===== src/rtl/vera_bus_sequencer_if.sv =====
// VERA external bus bundle (6502-style write-only register port).
//   cs_n  : chip select, active low
//   rd_n  : read strobe, active low
//   wr_n  : write strobe, active low
//   a     : register address
//   d_out : write data toward VERA
//   d_oe  : data bus output enable
// master drives the bus (sequencer), slave observes it (VERA side).
interface vera_bus_sequencer_if;
  logic       cs_n;
  logic       rd_n;
  logic       wr_n;
  logic [4:0] a;
  logic [7:0] d_out;
  logic       d_oe;

  modport master (output cs_n, rd_n, wr_n, a, d_out, d_oe);
  modport slave  (input  cs_n, rd_n, wr_n, a, d_out, d_oe);
endinterface


===== src/rtl/vera_bus_sequencer.sv =====
// Scripted bus master for VERA. Fetches 16-bit commands from a registered
// ROM and turns them into timed register writes, VBlank waits and delays.
//   clk      : system clock
//   reset    : asynchronous active-high reset
//   start    : pulse, runs the script from address 0 (only in idle/finished)
//   rom_addr : command ROM address
//   rom_data : command word, valid one clock after rom_addr changes
//   vblank   : VERA VBlank, same clock domain
//   extbus   : VERA bus (cs_n/rd_n/wr_n/a/d_out/d_oe)
//   busy     : script executing
//   done     : script reached END (sticky until next start)
//   error    : illegal op or ran off the end of the ROM (sticky)
// Command word: op=[15:13], reg=[12:8], arg=[7:0].
module vera_bus_sequencer #(
  parameter int ROM_AW     = 10,
  parameter int SETUP_CYC  = 1,
  parameter int STROBE_CYC = 4,
  parameter int HOLD_CYC   = 1
) (
  input  logic                clk,
  input  logic                reset,
  input  logic                start,
  output logic [ROM_AW-1:0]   rom_addr,
  input  logic [15:0]         rom_data,
  input  logic                vblank,
  vera_bus_sequencer_if.master extbus,
  output logic                busy,
  output logic                done,
  output logic                error
);

  localparam logic [3:0] S_IDLE   = 4'd0;
  localparam logic [3:0] S_FETCH  = 4'd1;
  localparam logic [3:0] S_DECODE = 4'd2;
  localparam logic [3:0] S_SETUP  = 4'd3;
  localparam logic [3:0] S_STROBE = 4'd4;
  localparam logic [3:0] S_HOLD   = 4'd5;
  localparam logic [3:0] S_WAITVB = 4'd6;
  localparam logic [3:0] S_DELAY  = 4'd7;
  localparam logic [3:0] S_FINISH = 4'd8;

  localparam logic [2:0] OP_NOP    = 3'd0;
  localparam logic [2:0] OP_WRITE  = 3'd1;
  localparam logic [2:0] OP_WAITVB = 3'd2;
  localparam logic [2:0] OP_DELAY  = 3'd3;
  localparam logic [2:0] OP_END    = 3'd7;

  localparam int CNT_W = 16;
  // Phase counters count down to zero, so each phase loads its length - 1.
  localparam logic [CNT_W-1:0] SETUP_LD  = CNT_W'(SETUP_CYC - 1);
  localparam logic [CNT_W-1:0] STROBE_LD = CNT_W'(STROBE_CYC - 1);
  localparam logic [CNT_W-1:0] HOLD_LD   = CNT_W'(HOLD_CYC - 1);
  localparam logic [ROM_AW-1:0] ADDR_LAST = '1;

  logic [3:0]       state;
  logic [CNT_W-1:0] cnt;
  logic [4:0]       a_q;
  logic [7:0]       d_q;
  logic             vblank_prev;
  logic             adv;
  logic             in_bus;

  logic [2:0] op;
  logic [4:0] cmd_reg;
  logic [7:0] cmd_arg;

  assign op      = rom_data[15:13];
  assign cmd_reg = rom_data[12:8];
  assign cmd_arg = rom_data[7:0];

  // adv marks the last cycle of the current command; the step to the next
  // address (or to FINISH when the ROM is exhausted) is shared by all ops.
  always_comb begin
    adv = 1'b0;
    case (state)
      S_DECODE: adv = (op == OP_NOP);
      S_HOLD:   adv = (cnt == '0);
      S_WAITVB: adv = vblank && !vblank_prev;
      S_DELAY:  adv = (cnt == '0);
      default:  adv = 1'b0;
    endcase
  end

  always_ff @(posedge clk or posedge reset) begin
    if (reset) begin
      state       <= S_IDLE;
      rom_addr    <= '0;
      cnt         <= '0;
      a_q         <= '0;
      d_q         <= '0;
      vblank_prev <= 1'b0;
      done        <= 1'b0;
      error       <= 1'b0;
    end else begin
      vblank_prev <= vblank;
      if (adv) begin
        if (rom_addr == ADDR_LAST) begin
          // No END before the last word: abort without wrapping the address.
          state <= S_FINISH;
          error <= 1'b1;
        end else begin
          rom_addr <= rom_addr + ROM_AW'(1);
          state    <= S_FETCH;
        end
      end else begin
        case (state)
          S_IDLE, S_FINISH: begin
            if (start) begin
              rom_addr <= '0;
              done     <= 1'b0;
              error    <= 1'b0;
              state    <= S_FETCH;
            end
          end
          S_FETCH: state <= S_DECODE;
          S_DECODE: begin
            case (op)
              OP_NOP: ;
              OP_WRITE: begin
                a_q   <= cmd_reg;
                d_q   <= cmd_arg;
                cnt   <= SETUP_LD;
                state <= S_SETUP;
              end
              OP_WAITVB: state <= S_WAITVB;
              OP_DELAY: begin
                cnt   <= CNT_W'(cmd_arg);
                state <= S_DELAY;
              end
              OP_END: begin
                done  <= 1'b1;
                state <= S_FINISH;
              end
              default: begin
                error <= 1'b1;
                state <= S_FINISH;
              end
            endcase
          end
          S_SETUP: begin
            if (cnt == '0) begin
              cnt   <= STROBE_LD;
              state <= S_STROBE;
            end else begin
              cnt <= cnt - CNT_W'(1);
            end
          end
          S_STROBE: begin
            if (cnt == '0) begin
              cnt   <= HOLD_LD;
              state <= S_HOLD;
            end else begin
              cnt <= cnt - CNT_W'(1);
            end
          end
          S_HOLD, S_DELAY: cnt <= cnt - CNT_W'(1);
          S_WAITVB: ;
          default: state <= S_IDLE;
        endcase
      end
    end
  end

  // Bus strobes decode straight from state so reset releases them at once,
  // even in the middle of a strobe.
  assign in_bus       = (state == S_SETUP) || (state == S_STROBE) || (state == S_HOLD);
  assign extbus.cs_n  = ~in_bus;
  assign extbus.wr_n  = (state != S_STROBE);
  assign extbus.rd_n  = 1'b1;
  assign extbus.d_oe  = in_bus;
  assign extbus.a     = a_q;
  assign extbus.d_out = d_q;

  assign busy = (state != S_IDLE) && (state != S_FINISH);

endmodule

===== src/flat_wrapper.sv =====
// flat-port wrapper written by rule: the top's interface ports become plain ports
module vera_bus_sequencer_flat 
#(
  parameter int ROM_AW     = 10,
  parameter int SETUP_CYC  = 1,
  parameter int STROBE_CYC = 4,
  parameter int HOLD_CYC   = 1
)
  (clk, reset, start, rom_addr, rom_data, vblank, busy, done, error, extbus_cs_n, extbus_rd_n, extbus_wr_n, extbus_a, extbus_d_out, extbus_d_oe);
  vera_bus_sequencer_if extbus_i ();
  input  logic clk;
  input  logic reset;
  input  logic start;
  output logic [ROM_AW-1:0] rom_addr;
  input  logic [15:0] rom_data;
  input  logic vblank;
  output logic busy;
  output logic done;
  output logic error;
  output wire logic [$bits(extbus_i.cs_n)-1:0] extbus_cs_n;
  output wire logic [$bits(extbus_i.rd_n)-1:0] extbus_rd_n;
  output wire logic [$bits(extbus_i.wr_n)-1:0] extbus_wr_n;
  output wire logic [$bits(extbus_i.a)-1:0] extbus_a;
  output wire logic [$bits(extbus_i.d_out)-1:0] extbus_d_out;
  output wire logic [$bits(extbus_i.d_oe)-1:0] extbus_d_oe;
  assign extbus_cs_n = extbus_i.cs_n;
  assign extbus_rd_n = extbus_i.rd_n;
  assign extbus_wr_n = extbus_i.wr_n;
  assign extbus_a = extbus_i.a;
  assign extbus_d_out = extbus_i.d_out;
  assign extbus_d_oe = extbus_i.d_oe;
  vera_bus_sequencer #(.ROM_AW(ROM_AW), .SETUP_CYC(SETUP_CYC), .STROBE_CYC(STROBE_CYC), .HOLD_CYC(HOLD_CYC)) u_core (.clk(clk), .reset(reset), .start(start), .rom_addr(rom_addr), .rom_data(rom_data), .vblank(vblank), .extbus(extbus_i), .busy(busy), .done(done), .error(error));
endmodule

===== config.mk =====
export PLATFORM = sky130hd
export DESIGN_NAME = vera_bus_sequencer_flat
export DESIGN_NICKNAME = d
export VERILOG_FILES = /design/src/rtl/vera_bus_sequencer_if.sv /design/src/rtl/vera_bus_sequencer.sv /design/src/flat_wrapper.sv
export SDC_FILE = /design/constraint.sdc
export NUM_CORES = 1
export LEC_CHECK = 0
export ABC_AREA = 1
export CAP_MARGIN = 10
export CORE_AREA = 2 2 77 71
export DETAILED_ROUTE_END_ITERATION = 7
export DIE_AREA = 0 0 79 73
export DONT_BUFFER_PORTS = 1
export GPL_TIMING_DRIVEN = 0
export PLACE_DENSITY = 0.8
export SETUP_SLACK_MARGIN = 0.15
export SYNTH_ARGS = -nofsm -noshare
export SYNTH_HDL_FRONTEND = slang
export SYNTH_SLANG_ARGS = --single-unit
export TNS_END_PERCENT = 50

===== constraint.sdc =====
create_clock -name clk -period 1.7 [get_ports clk]
set_clock_uncertainty 0.1 [all_clocks]
set_input_delay 0.425 -clock clk [delete_from_list [all_inputs] [get_ports clk]]
set_output_delay 0.425 -clock clk [all_outputs]
set_load 0.005 [all_outputs]

### After elaboration in Yosys (flattened, before gate mapping)

Index checks and enable logic that the tools add are counted.

| word-level totals | value |
|---|---|
| input bits | 20 |
| output and inout bits | 30 |
| register bits | 46 |

| cells by class | value |
|---|---|
| reductions and logical operators | 24 |
| muxes and demuxes | 23 |
| bitwise operators | 2 |
| equality and inequality tests | 26 |
| $add $sub $neg | 2 |

Operator list:

| kind | number |
|---|---|
| $pmux 16 s4 | 1 |
| $mux 10 | 4 |
| $mux 16 | 2 |
| $pmux 16 s2 | 1 |
| $pmux 4 s6 | 1 |
| $mux 4 | 5 |
| $eq 4x3->1 const B | 4 |
| $logic_not 16->1 | 1 |
| $pmux 4 s4 | 1 |
| $sub 16x1->16 const B | 1 |
| $ne 3x2->1 const B | 4 |
| $add 10x1->10 const B | 1 |
| $eq 10x10->1 const B | 1 |
| $reduce_and 3->1 | 3 |
| $eq 4x2->1 const B | 2 |
| $ne 2x2->1 const B | 4 |
| $reduce_and 4->1 | 2 |
| $reduce_bool 4->1 | 2 |
| $eq 3x2->1 const B | 2 |
| $ne 3x1->1 const B | 2 |
| $reduce_bool 2->1 | 3 |
| $mux 1 | 5 |
| $reduce_and 5->1 | 1 |
| $reduce_or 5->1 | 1 |
| 18 further kinds | 23 |

### Logic depth before layout (Yosys ltp)

| depth | value |
|---|---|
| depth after elaboration | 5 |
| gate-level depth with buffers | 12 |

### Worst setup path after synthesis

Ideal clock, no wire load.

| path | value |
|---|---|
| kind | reg-to-reg |
| from | reg u_core.cnt[0] |
| to | reg u_core.cnt[10] |
| path slack | -0.026 ns |
| arrival time | 1.504 ns |
| setup time | 0.122 ns |
| path buffers | 1 |
| data required time | 1.478 ns |
| cell stages (with the launch flop) | 11 |
| cell sequence | dfrtp_1 > inv_1 > ha_1 > nand3_1 > nor2_2 > nand2_1 > nand2_1 > nand3_1 > buf_4 > nor2_2 > nor2_1 |

| between the ends | value |
|---|---|
| word-level cells in the longest chain between the ends | 4 |
| elaborated cells on any way between the ends | 8 |

Ends and longest elaborated chain:

| item | line | source |
|---|---|---|
| from (decl) | vera_bus_sequencer.sv:56 | `logic [CNT_W-1:0] cnt;` |
| from (signal assigned) | vera_bus_sequencer.sv:127 | `cnt <= CNT_W'(cmd_arg);` |
| from (signal assigned) | vera_bus_sequencer.sv:145 | `cnt <= cnt - CNT_W'(1);` |
| from (signal assigned) | vera_bus_sequencer.sv:153 | `cnt <= cnt - CNT_W'(1);` |
| branches (longest 4 deep; another with $sub 16x1->16) | n/a |  |

Parallel ways; which one is timed is not known.
A chain may end at the register's enable or synchronous reset.

### Worst setup path in the final report

| path | value |
|---|---|
| from | reg u_core.state[3] |
| to | out extbus_cs_n |

| between the ends | value |
|---|---|
| word-level cells in the longest chain between the ends | 4 |
| elaborated cells on any way between the ends | 6 |

Ends and longest elaborated chain:

| item | line | source |
|---|---|---|
| from (decl) | vera_bus_sequencer.sv:55 | `logic [3:0] state;` |
| from (signal assigned) | vera_bus_sequencer.sv:86 | `state <= S_IDLE;` |
| from (signal assigned) | vera_bus_sequencer.sv:99 | `state <= S_FINISH;` |
| from (signal assigned) | vera_bus_sequencer.sv:103 | `state <= S_FETCH;` |
| $eq 4x2->1 or $eq 4x3->1 (tied branches) | vera_bus_sequencer.sv:166 | `assign in_bus = (state == S_SETUP) \|\| (state == S_STROBE) \|\| (state == S_HOLD);` |
| $logic_or 1x1->1 | vera_bus_sequencer.sv:166 |  |
| $logic_or 1x1->1 * | vera_bus_sequencer.sv:166 |  |
| named net extbus_d_oe | flat_wrapper.sv:25 | `output wire logic [$bits(extbus_i.d_oe)-1:0] extbus_d_oe;` |
| $not 1->1 * | vera_bus_sequencer.sv:167 | `assign extbus.cs_n = ~in_bus;` |
| to (decl) | flat_wrapper.sv:20 | `output wire logic [$bits(extbus_i.cs_n)-1:0] extbus_cs_n;` |

Mark *: on every way through the listed nets, which the timed path passes. The rest lies on a longest branch.

==> results_dict.tcl <==
set metrics [dict create \
    hp-class "in2reg" \
    switching_share_pct 45.2 \
    synth_top_area_cell "dfrtp_1" \
    cp_cell_sequence "nor2_4 -> nand3_4 -> o21ai_4 -> inv_2" \
    period_needed_ps 1800 \
    clock_latency_ps 320 \
    nNetsFinal 404 \
    slew_violations 0 \
    pin_count 50 \
    grt_max_degree 47 \
    ys_types 33 \
    clockBufferDepth 2 \
    synthesis.area_um2 2750 \
    ys_ff_latch 46 \
    final_antenna_net_count 0 \
    fmax_ghz 0.556 \
    vias 2584 \
    internal_power_mw 3.17 \
    portBuffers 0 \
    clk_pin_slew_ps 90 \
    switchingPower_mw 2.62 \
    cts_buffers 5 \
    drtPass1Iterations 5 \
    slowest_stage "dfrtp_2" \
    min_path_cells 0 \
    leakagePower_nw 1.60 \
    ir_worst_vdd_uv 889 \
    maxCapViolations 0 \
    critical_path_class "reg2out" \
    dieArea_um2 5770 \
    final.setup.worst_slack_ps -98.6 \
    vias_per_cell 5.74 \
    drive_gt1_share_pct 40.2 \
    hpwl_um 4330 \
    cts_tree "done" \
    required_ps 1170 \
    routed_wl_um 7360 \
    reg2reg_to "u_core.cnt[7]" \
    die_w_um 79 \
    crit_arrival_ps 1270 \
    r2r_slack_ps -40 \
    fin_util_pct 70.8 \
    wl_per_cell_um 16.4 \
    antenna_found_initial 0 \
    place_congestion 0.906 \
    clock_power_share_pct 12.9 \
    dp.cells 412 \
    comb_power_share_pct 55.6 \
    hold_slack_ps 29.9 \
    synth_warnings 0 \
    critPathLaunchType "flip-flop" \
    start_util_pct 54.2 \
    worst_pin_slew_ps 971 \
    instances_no_fill 450 \
    syn_avg_cell_area_um2 7.97 \
    ff2ff_path_depth 9 \
    period_share_pct 106 \
    power_density_nw_per_um2 1610 \
    p_seq_share_pct 31.5 \
    h-tree-depth 2 \
    synth_top_area_share_pct 41.9 \
    violations "negative setup slack" \
    track_usage_pct 25.5 \
    cts.sinks 46 \
    postLayoutCellArea_um2 3590 \
    grt.overflow.total 0 \
    min_from "vblank" \
    synth_area_leaders "dfrtp_1 42%, nand2_1 9.6%, nor2_1 5.9%" \
    drt_iter0_drc 182 \
    worstReg2RegStart "u_core.state[1]" \
    grt_pass1_wl_um 11500 \
    rsz0062_at_grt "true" \
    drc_errors 0 \
    syn_to_final_growth_pct 30.5 \
    diodes 0 \
    grt_pass1_vias 2451 \
    endpoint_kind "primary output" \
    cts_hold_buf 0 \
    setup_violations 17 \
    yosysSeqAreaShare_pct 41.9 \
    die_y_um 73 \
    slowest_delay_ps 470 \
    syn-num-nets 367 \
    status "finished, violations left" \
    cts-root-buf "clkbuf_8" \
    relSlewSlack_pct 35.1 \
    synthCells 345 \
    rows 25 \
    finalHoldViolCount 0 \
    core_um2 5070 \
    holdPathEnd "u_core.vblank_prev" \
    path_max_fanout 4 \
    place_area_um2 2920 \
]
==> metal layers <==
metal	share of wire (%)	GRT usage [%]	vias to the layer above
li1	-	-	1199
met1	40	30.8	1219
met2	50	45.7	136
met3	7.5	5.20	30
met4	2.9	9.00	0
met5	0	0	-
==> cells in the mapped netlist, drive strengths merged <==
cell,count
nor3,6
o22ai,3
a211oi,1
nor2,55
o221ai,1
a31oi,1
conb,1
mux2,13
a21oi,10
o211ai,1
nand2,74
xor2,9
o41ai,1
a21boi,7
ha,2
o21bai,1
buf,5
o21ai,23
inv,48
nand4,6
nand3,28
dfrtp,46
nand3b,3
==> repair_timing <==
action	CTS	global route
pin swaps	35	23
gates cloned	2	0
endpoints found under the setup margin	45	46
resized for setup	71	32
buffers inserted	20	8
==> cells in the final DEF (no fill, tap or decap), types with 10 or more instances in the layout <==
cell and n:
buf_4 20, inv_2 15, nand2_2 13, o21ai_1 13
dfrtp_1 39, buf_6 10, nor2_4 13, nand2_1 53
inv_1 31, mux2_2 13, nor2_1 30, nor2_2 11
nand3_1 12
==> cell type report <==
class                   count  area [µm²]
flip-flops and latches     46        1160
inverters                  48         186
clock buffers               5        68.8
well taps                  67        83.8
clock inverters             3        28.8
multi-input cells         247        1730
fillers                   358        1480
repair buffers             29         264
plain buffers               5        63.8
==> worst max-delay path, delay by kind of cell, from the launching register on <==
family | cells | cell delay, ps
simple gates | 2 | 340
buf+inv | 1 | 50
flops | 1 | 470
compound gates | 1 | 100
==> how the worst max path moves through the flow <==
stage / startpoint / end / slack, ps
CTS: u_core.state[3] / extbus_cs_n / -50
detailed placement: u_core.rom_addr[0] / u_core.rom_addr[1] / -100
floorplan: u_core.cnt[1] / u_core.cnt[2] / 130
global route: u_core.state[3] / u_core.cnt[13] / -170
global placement: u_core.rom_addr[0] / u_core.rom_addr[1] / -40
finish: u_core.state[3] / extbus_cs_n / -100
==> state kept, by name (all words and copies together), names as in the netlist <==
signal               cells
u_core.extbus.a          5
u_core.state             4
u_core.extbus.d_out      8
u_core.vblank_prev       1
u_core.done              1
u_core.cnt              16
u_core.error             1
u_core.rom_addr         10
==> per-stage QoR <==
step	total power [mW]	setup WS (ps)	TNS (ps)
6_report	5.79	-98.6	-493
5_1_grt	6.15	-172	-2780
4_1_cts	5.36	-51.2	-72.8
3_5_place_dp	3.93	-104	-733
3_3_place_gp	3.84	-41.9	-288
2_1_floorplan	3.48	129	0
==> power by group through the flow <==
stage | clock network (mW) | registers, mW | logic (mW)
6_report | 0.746 | 1.82 | 3.22
5_1_grt | 0.800 | 1.88 | 3.48
4_1_cts | 0.747 | 1.81 | 2.81
3_5_place_dp | 0 | 1.79 | 2.14
3_3_place_gp | 0 | 1.77 | 2.06
2_1_floorplan | 0 | 1.71 | 1.77
==> cells by family after synthesis <==
group,count (synthesis),synth area share [%]
AOI/OAI and AO/OA,49,10.4
muxes,13,5.33
xor gates and xnor gates,9,2.87
buffers and inverters,53,8.33
DFF,46,41.9
adders and majority gates,2,0.910
and+or+nand+nor,172,30.1
other,1,0.136
No activity file was read; power rests on OpenSTA's default activity.
